[src/rtl/fan_control_pkg.sv]
// Shared definitions for the multi-channel fan controller: register map, mode encoding and
// auto-control state type.
package fan_control_pkg;

  localparam logic [2:0] RegDutyTarget = 3'd0;
  localparam logic [2:0] RegDutyActual = 3'd1;
  localparam logic [2:0] RegMode       = 3'd2;
  localparam logic [2:0] RegThrLow     = 3'd3;
  localparam logic [2:0] RegThrHigh    = 3'd4;
  localparam logic [2:0] RegRampStep   = 3'd5;
  localparam logic [2:0] RegEnable     = 3'd6;
  localparam logic [2:0] RegAutoState  = 3'd7;

  localparam logic ModeManual = 1'b0;
  localparam logic ModeAuto   = 1'b1;

  typedef enum logic {AutoLow = 1'b0, AutoHigh = 1'b1} auto_state_e;

endpackage

[src/rtl/fan_pwm_channel.sv]
// One fan channel: register file, period-boundary duty ramp, optional auto FSM and PWM compare.
// Auto mode is built only when FAN_CONTROL_AUTO_MODE_EN is defined.
module fan_pwm_channel
  import fan_control_pkg::*;
#(
  parameter int unsigned PWM_BITS = 8
) (
  input  logic                clock,
  input  logic                reset,
  input  logic                wr_en_i,
  input  logic [2:0]          reg_sel_i,
  input  logic [31:0]         wdata_i,
  input  logic                boundary_i,
  input  logic [PWM_BITS-1:0] counter_i,
  input  logic [31:0]         current_i,
  output logic [31:0]         rdata_o,
  output logic                pwm_o
);

  localparam logic [PWM_BITS-1:0] DutyMax = '1;

  logic [PWM_BITS-1:0] duty_target_q, duty_actual_q, duty_actual_d, ramp_step_q;
  logic [PWM_BITS-1:0] target_eff, down_gap;
  logic [PWM_BITS:0]   up_sum;
  logic                enable_q, pwm_q;

`ifdef FAN_CONTROL_AUTO_MODE_EN
  logic        mode_q;
  logic [31:0] thr_low_q, thr_high_q;
  auto_state_e state_q, state_d;

  always_comb begin
    state_d = state_q;
    if (boundary_i && mode_q == ModeAuto) begin
      unique case (state_q)
        AutoLow:  if (current_i > thr_high_q) state_d = AutoHigh;
        AutoHigh: if (current_i < thr_low_q)  state_d = AutoLow;
        default:  state_d = AutoLow;
      endcase
    end
    // Leaving auto or disabling the channel always drops back to LOW.
    if (wr_en_i && !wdata_i[0] && (reg_sel_i == RegMode || reg_sel_i == RegEnable)) begin
      state_d = AutoLow;
    end
  end

  always_comb begin
    target_eff = duty_target_q;
    if (mode_q == ModeAuto && state_q == AutoHigh) target_eff = DutyMax;
  end
`else
  logic unused_inputs;
  assign unused_inputs = ^{current_i, wdata_i[31:PWM_BITS]};
  assign target_eff    = duty_target_q;
`endif

  always_comb begin
    up_sum        = {1'b0, duty_actual_q} + {1'b0, ramp_step_q};
    down_gap      = duty_actual_q - target_eff;
    duty_actual_d = duty_actual_q;
    if (ramp_step_q == '0) begin
      duty_actual_d = target_eff;
    end else if (duty_actual_q < target_eff) begin
      duty_actual_d = (up_sum >= {1'b0, target_eff}) ? target_eff : up_sum[PWM_BITS-1:0];
    end else if (duty_actual_q > target_eff) begin
      duty_actual_d = (ramp_step_q >= down_gap) ? target_eff : duty_actual_q - ramp_step_q;
    end
  end

  always_ff @(posedge clock) begin
    if (reset) begin
      duty_target_q <= '0;
      duty_actual_q <= '0;
      ramp_step_q   <= '0;
      enable_q      <= 1'b0;
      pwm_q         <= 1'b0;
`ifdef FAN_CONTROL_AUTO_MODE_EN
      mode_q        <= ModeManual;
      thr_low_q     <= '0;
      thr_high_q    <= '0;
      state_q       <= AutoLow;
`endif
    end else begin
      if (wr_en_i) begin
        case (reg_sel_i)
          RegDutyTarget: duty_target_q <= wdata_i[PWM_BITS-1:0];
          RegRampStep:   ramp_step_q   <= wdata_i[PWM_BITS-1:0];
          RegEnable:     enable_q      <= wdata_i[0];
`ifdef FAN_CONTROL_AUTO_MODE_EN
          RegMode:       mode_q        <= wdata_i[0];
          RegThrLow:     thr_low_q     <= wdata_i;
          RegThrHigh:    thr_high_q    <= wdata_i;
`endif
          default: ;
        endcase
      end
      if (boundary_i) duty_actual_q <= duty_actual_d;
      pwm_q <= enable_q && (duty_actual_q == DutyMax || counter_i < duty_actual_q);
`ifdef FAN_CONTROL_AUTO_MODE_EN
      state_q <= state_d;
`endif
    end
  end

  always_comb begin
    rdata_o = '0;
    case (reg_sel_i)
      RegDutyTarget: rdata_o = 32'(duty_target_q);
      RegDutyActual: rdata_o = 32'(duty_actual_q);
      RegRampStep:   rdata_o = 32'(ramp_step_q);
      RegEnable:     rdata_o = 32'(enable_q);
`ifdef FAN_CONTROL_AUTO_MODE_EN
      RegMode:       rdata_o = 32'(mode_q);
      RegThrLow:     rdata_o = thr_low_q;
      RegThrHigh:    rdata_o = thr_high_q;
      RegAutoState:  rdata_o = 32'(state_q);
`endif
      default:       rdata_o = '0;
    endcase
  end

  assign pwm_o = pwm_q;

endmodule

[src/rtl/fan_control_multi.sv]
// Multi-channel fan PWM controller with Avalon-MM register access, shared prescaler and counter.
// Auto (current-threshold) mode is compiled in only with FAN_CONTROL_AUTO_MODE_EN.
module fan_control_multi
  import fan_control_pkg::*;
#(
  parameter int unsigned NUM_CHANNELS = 4,
  parameter int unsigned PWM_BITS     = 8,
  parameter int unsigned PRESCALE     = 49
) (
  input  logic                      clock,
  input  logic                      reset,
  input  logic [7:0]                address,
  input  logic                      write,
  input  logic                      read,
  input  logic [31:0]               writedata,
  output logic [31:0]               readdata,
  input  logic [32*NUM_CHANNELS-1:0] current_average,
  output logic [NUM_CHANNELS-1:0]   pwm
);

  localparam int unsigned PsW = (PRESCALE > 0) ? $clog2(PRESCALE + 1) : 1;

  logic [PsW-1:0]      prescale_q;
  logic [PWM_BITS-1:0] counter_q;
  logic                tick, boundary;
  logic [4:0]          ch_sel;
  logic [2:0]          reg_sel;
  logic [31:0]         ch_rdata [NUM_CHANNELS];
  logic [31:0]         rdata_mux;

  assign ch_sel   = address[7:3];
  assign reg_sel  = address[2:0];
  assign tick     = (prescale_q == PsW'(PRESCALE));
  assign boundary = tick && (counter_q == '1);

  always_ff @(posedge clock) begin
    if (reset) begin
      prescale_q <= '0;
      counter_q  <= '0;
      readdata   <= '0;
    end else begin
      prescale_q <= tick ? '0 : prescale_q + 1'b1;
      if (tick) counter_q <= counter_q + 1'b1;
      readdata <= read ? rdata_mux : '0;
    end
  end

  // Unimplemented channels fall through to zero.
  always_comb begin
    rdata_mux = '0;
    for (int unsigned i = 0; i < NUM_CHANNELS; i++) begin
      if (ch_sel == 5'(i)) rdata_mux = ch_rdata[i];
    end
  end

  for (genvar i = 0; i < NUM_CHANNELS; i++) begin : g_chan
    fan_pwm_channel #(
      .PWM_BITS(PWM_BITS)
    ) u_chan (
      .clock      (clock),
      .reset      (reset),
      .wr_en_i    (write && (ch_sel == 5'(i))),
      .reg_sel_i  (reg_sel),
      .wdata_i    (writedata),
      .boundary_i (boundary),
      .counter_i  (counter_q),
      .current_i  (current_average[32*i +: 32]),
      .rdata_o    (ch_rdata[i]),
      .pwm_o      (pwm[i])
    );
  end

endmodule

[config.mk]
export PLATFORM = sky130hd
export DESIGN_NAME = fan_control_multi
export DESIGN_NICKNAME = d
export VERILOG_FILES = /design/src/rtl/fan_control_pkg.sv /design/src/rtl/fan_pwm_channel.sv /design/src/rtl/fan_control_multi.sv
export SDC_FILE = /design/constraint.sdc
export NUM_CORES = 1
export LEC_CHECK = 0
export ABC_CLOCK_PERIOD_IN_PS = 8200
export CORE_UTILIZATION = 40
export CTS_CLUSTER_DIAMETER = 50
export DETAILED_ROUTE_END_ITERATION = 7
export GPL_ROUTABILITY_DRIVEN = 0
export PLACE_DENSITY = 0.7
export REMOVE_ABC_BUFFERS = 1
export SLEW_MARGIN = 20
export SYNTH_ARGS = -nofsm -noshare
export SYNTH_HDL_FRONTEND = slang
export SYNTH_HIERARCHICAL = 1
export SYNTH_SLANG_ARGS = --single-unit
[constraint.sdc]
create_clock -name clock -period 8.2 [get_ports clock]
set_clock_uncertainty 0.2 [all_clocks]
set_input_delay 1.23 -clock clock [delete_from_list [all_inputs] [get_ports clock]]
set_output_delay 1.23 -clock clock [all_outputs]
set_load 0.01 [all_outputs]
* Word-level counts from Yosys, hierarchy flattened *
Index checks and enable logic that the tools add are counted.

operators by class
  equality and inequality tests = 12
  muxes and demuxes = 28
  order comparisons = 20
  bitwise operators = 1
  reduce and logical (&&, ||, !) cells = 41
  add/sub/neg operators = 14

operator list
  kind                 number
  $mux 8               20
  $mux 32              4
  $pmux 8 s4           4
  $lt 8x8->1           8
  $sub 8x8->8          8
  $eq 8x8->1 const B   5
  $add 8x8->9          4
  $ge 9x8->1           4
  $ge 8x8->1           4
  $gt 8x8->1           4
  $logic_not 8->1      4
  $reduce_and 2->1     16
  $reduce_bool 3->1    4
  $eq 5x2->1 const B   2
  $logic_and 1x1->1    9
  $add 8x1->8 const B  1
  $add 6x1->6 const B  1
  $eq 3x3->1 const B   2
  $eq 6x6->1 const B   1
  $eq 5x1->1 const B   1
  $logic_not 5->1      1
  $logic_or 1x1->1     4
  $reduce_or 2->1      2
  $eq 3x1->1 const B   1
  other kinds (2)      2

storage, ports and cells
  output and inout port bits = 36
  bits of input ports = 172
  word-level logic and storage cells = 139
  register bits = 150

* Longest topological paths before layout *
  depth in word-level cells = 6
  gate-level depth with buffers = 18
  gate-level depth less buffers = 17

* Cells and area by module *
Netlist, hierarchy kept.

modules (own cells, without submodules)
  module                              cells each  instances  area each (um^2)
  fan_pwm_channel (g_chan[1].u_chan)  437         1          3264.4
  fan_pwm_channel (g_chan[0].u_chan)  418         1          3151.8
  fan_pwm_channel (g_chan[2].u_chan)  405         1          3079.2
  fan_pwm_channel (g_chan[3].u_chan)  404         1          3065.4
  fan_control_multi                   267         1          2454.9

* Worst setup path before layout *
No wires, ideal clock.

  kind = register to register
  start = register g_chan[0].u_chan.duty_actual_q[0]
  end = register g_chan[0].u_chan.duty_actual_q[0]
  path slack = 4.399 ns
  arrival = 3.479 ns
  period minus slack after synthesis = 3.801 ns
  cell stages (with the launch flop) = 18
  buffers on the path = 0
  data required time = 7.878 ns
  cell sequence = dfxtp_1 > inv_1 > ha_1 > inv_1 > fa_1 > a21o_1 > a21oi_1 > o21bai_1 > a21oi_1 > xor2_1 > ha_1 > a21o_1 > a221oi_2 > o21ai_0 > or2_2 > o21ai_4 > a2111oi_0 > a311o_1

on the way
  word-level cells in the longest chain between the ends = 6
  elaborated cells on any way between the ends = 14

ends and longest elaborated chain
  what                    RTL line               text
  from (decl)             fan_pwm_channel.sv:22  logic [PWM_BITS-1:0] duty_target_q, duty_actual_q, duty_actual_d, ramp_step_q;
  from (signal assigned)  fan_pwm_channel.sv:97  if (boundary_i) duty_actual_q <= duty_actual_d;
  $sub 8x8->8             fan_pwm_channel.sv:59  down_gap = duty_actual_q - target_eff;
  $ge 8x8->1              fan_pwm_channel.sv:66  duty_actual_d = (ramp_step_q >= down_gap) ? target_eff : duty_actual_q - ramp_step_q;
  $mux 8                  fan_pwm_channel.sv:66
  $mux 8                  fan_pwm_channel.sv:65  end else if (duty_actual_q > target_eff) begin
  $mux 8                  fan_pwm_channel.sv:63  end else if (duty_actual_q < target_eff) begin
  $mux 8                  fan_pwm_channel.sv:61  if (ramp_step_q == '0) begin

Parallel ways exist; a longest one is shown, timed or not. The select of a mux whose other input is x is not followed.
A chain may end at the register's enable or synchronous reset.

* Final worst setup path *
  start = register g_chan[0].u_chan.duty_actual_q[1]
  end = register g_chan[0].u_chan.duty_actual_q[0]

Same word-level chain as after synthesis.

==> impl_metrics.py <==
metrics = {
    "status": {
        "status": "finished clean",
    },
    "yosys": {
        "avgSynthCellArea_um2": 7.78,
        "synth_area_leaders": "dfxtp_1, ha_1, a21oi_1",
        "netlist_instances": 1931,
        "ys_ff_latch": 150,
        "synth_top_area_cell": "dfxtp_1",
        "seq_area_frac_synth": 0.200,
        "synth_common_cells": "nand2_1, ha_1, nor2_1, a21oi_1, dfxtp_1",
        "netlist.area_leader.share": 0.200,
        "synth_edf_count": 0,
        "synth_area_um2": 15000,
        "ys_types": 100,
        "async_flop_share": 0,
        "yosysMostFrequentCell": "nand2_1",
        "yosys_warnings": 6,
        "ys.flop_type": "dfxtp_1",
    },
    "die": {
        "rows": 70,
        "floorplan.initialDensity": 0.408,
        "fp.dieH_um": 196,
        "die-area_um2": 38300,
        "io_pins": 208,
        "core_um2": 36800,
        "dieWidth_um": 196,
    },
    "timing": {
        "whs_ns": 0.275,
        "min_period_ns": 4.59,
        "min_period_over_period": 0.559,
        "max_slew_margin": 0.304,
        "tightest_slew_ns": 1.04,
        "worst_slack_ns": 3.61,
        "setup_viol": 0,
        "hold_viol_final": 0,
        "setup_tns_ns": 0,
        "maxSlewViolCount": 0,
        "rsz0062_at_grt": "false",
        "fmax_mhz": 218,
    },
    "power": {
        "peakVddDrop_mv": 0.140,
        "total_power_mw": 1.62,
        "p_leak_nw": 6.53,
        "p_per_area_nw_per_um2": 101,
    },
    "worst_setup_path": {
        "crit_path_end_kind": "register",
        "criticalPathCategory": "reg -> reg",
        "cp_data_arrival_time_ns": 4.76,
        "cpMostUsedCell": "o21ai_0",
        "worst_ep_required_time_ns": 8.38,
        "start_kind": "register",
        "cp_max_fo": 9,
        "critPathSlowestCell": "o21ai_0",
        "ff2ff_path_depth": 16,
        "slowest_delay_ns": 0.63,
        "crit_chain": "ha_1 -> nor2b_1 -> o21ai_0 -> a21oi_1 -> o21a_1 -> nor2_1 -> o21ai_0 -> xnor2_1 -> ha_1 -> and3_1 -> o211ai_1 -> o21ai_0 -> or2_2 -> o21ai_4 -> a2111oi_0 -> a311o_1",
    },
    "place": {
        "place_worst_setup_slack_ns": 3.75,
        "place.detailed.hpwl_um": 30600,
        "dpl.cell_count": 2372,
        "dpl_cell_area_um2": 15400,
        "port_buffers": 55,
    },
    "clocking": {
        "cts_tree": "yes",
        "cts_buffers": 17,
        "clk_pin_slew_ns": 0.07,
        "cts_setup_buffers": 0,
        "cts.sinks": 150,
        "post_cts_resized": 0,
        "h-tree-depth": 4,
        "hold_buffers": 0,
        "clock_latency_ns": 0.43,
        "root_buffer": "clkbuf_16",
        "max-clock-path-buffers": 2,
    },
    "final_layout": {
        "nNetsFinal": 2294,
        "antennaDiodeCount": 0,
        "utilization": 0.433,
        "drive_above_1_share": 0.0537,
        "stdcell_area_um2": 15900,
        "nFillCells": 3663,
        "stdcell_count": 2404,
        "syn_to_final_growth_pct": 6.14,
    },
    "global_route": {
        "grt_pass1_wl_um": 67400,
        "antenna_found_initial": 0,
        "grt_overflow": 0,
        "grt_pass1_vias": 13100,
        "grt_max_degree": 66,
        "grt_usage": 0.217,
    },
    "routing": {
        "drc": 0,
        "detail_route.wl_per_cell_um": 17.3,
        "drt_wl_total_um": 41500,
        "ant_nets": 0,
        "drt_pass1_iterations": 6,
        "viasPerCell": 5.67,
        "drt-initial-drc-count": 1242,
        "dr_total_vias": 13600,
    },
    "min_path": {
        "hold_path_class": "reg -> reg",
        "min_path_cells": 1,
    },
    "run": {
        "max_cap_viol_count": 0,
    },
}
## layout make-up
type | instances | area [um2] | area share
clock inverters | 15 | 130 | 0.00816
multi-input cells | 1550 | 10700 | 0.669
flip-flops and latches | 150 | 3000 | 0.188
clock buffers | 17 | 425 | 0.0267
repair buffers | 64 | 601 | 0.0377
well taps | 468 | 586 | 0.0367
inverters | 140 | 526 | 0.0330
## layer usage
layer | part of all wire | track usage | vias up
met2 | 0.46 | 0.358 | 476
met3 | 0.065 | 0.0265 | 90
met1 | 0.45 | 0.293 | 6434
met5 | 0 | 0 | -
li1 | - | - | 6642
met4 | 0.024 | 0.0712 | 0
## critical path: cells and delay by family (launching register included)
kind                       cells  cell delay, ns
and+or+nand+nor                4            0.78
DFF                            1            0.58
adders and majority gates      2            0.64
xor gates and xnor gates       1            0.16
AOI/OAI and AO/OA              9            2.16
## cell families after synthesis
family,after synthesis,share of synthesized area
flip-flops,150,0.200
other,4,0.00100
AO/OA/AOI/OAI,508,0.235
buffers and inverters,323,0.113
adder cells (fa/ha/maj),199,0.172
XOR/XNOR,58,0.0343
multiplexers,71,0.0475
AND/OR/NAND/NOR,618,0.197
## state kept, by name (all words and copies together), names as in the netlist
name and count:
g_chan.u_chan/ramp_step_q 32, counter_q 8, g_chan.u_chan/duty_actual_q 32, g_chan.u_chan/enable_q 4, g_chan.u_chan/pwm_o 4, g_chan.u_chan/duty_target_q 32
prescale_q 6, readdata 32
## power breakdown
part | internal [mW] | leakage, nW | switching, mW | total, mW
clock network | 0.400 | 0.271 | 0.360 | 0.760
logic | 0.0406 | 5.05 | 0.0826 | 0.123
registers | 0.732 | 1.21 | 0.00281 | 0.734
total | 1.17 | 6.53 | 0.445 | 1.62
## path summary, 6_finish.rpt
kind                                     start  slack [ns]                           endpoint
max          g_chan[0].u_chan/duty_actual_q[1]        3.61  g_chan[0].u_chan/duty_actual_q[0]
min                              prescale_q[0]        0.27                      prescale_q[0]
max reg2reg  g_chan[0].u_chan/duty_actual_q[1]        3.61  g_chan[0].u_chan/duty_actual_q[0]
min reg2reg                      prescale_q[0]        0.27                      prescale_q[0]
## layout by cell type (no fill, tap or decap), types with 7 or more instances in the layout
| cell | instances |
|---|---|
| o22ai_1 | 34 |
| o21ai_0 | 62 |
| o221ai_1 | 9 |
| xnor2_1 | 40 |
| conb_1 | 96 |
| inv_1 | 140 |
| nand2b_1 | 31 |
| o21bai_1 | 13 |
| nor2b_1 | 33 |
| nor2_1 | 183 |
| o211a_1 | 33 |
| a21o_1 | 22 |
| o21ai_1 | 10 |
| nand3_1 | 37 |
| a31oi_1 | 13 |
| and2_1 | 7 |
| and3_1 | 10 |
| nand2_1 | 192 |
| or3_1 | 12 |
| inv_6 | 9 |
| dfxtp_1 | 150 |
| mux2i_1 | 69 |
| a21oi_1 | 177 |
| clkbuf_16 | 17 |
| ha_1 | 187 |
| buf_4 | 10 |
| nand4_1 | 22 |
| nor4_1 | 13 |
| fa_1 | 12 |
| clkdlybuf4s50_1 | 51 |
| a211oi_1 | 14 |
| o31ai_1 | 12 |
| a311oi_1 | 7 |
| o21a_1 | 11 |
| xor2_1 | 17 |
| a211o_1 | 11 |
| nor3_1 | 32 |
Note: power is estimated with default switching activity, not from simulation.
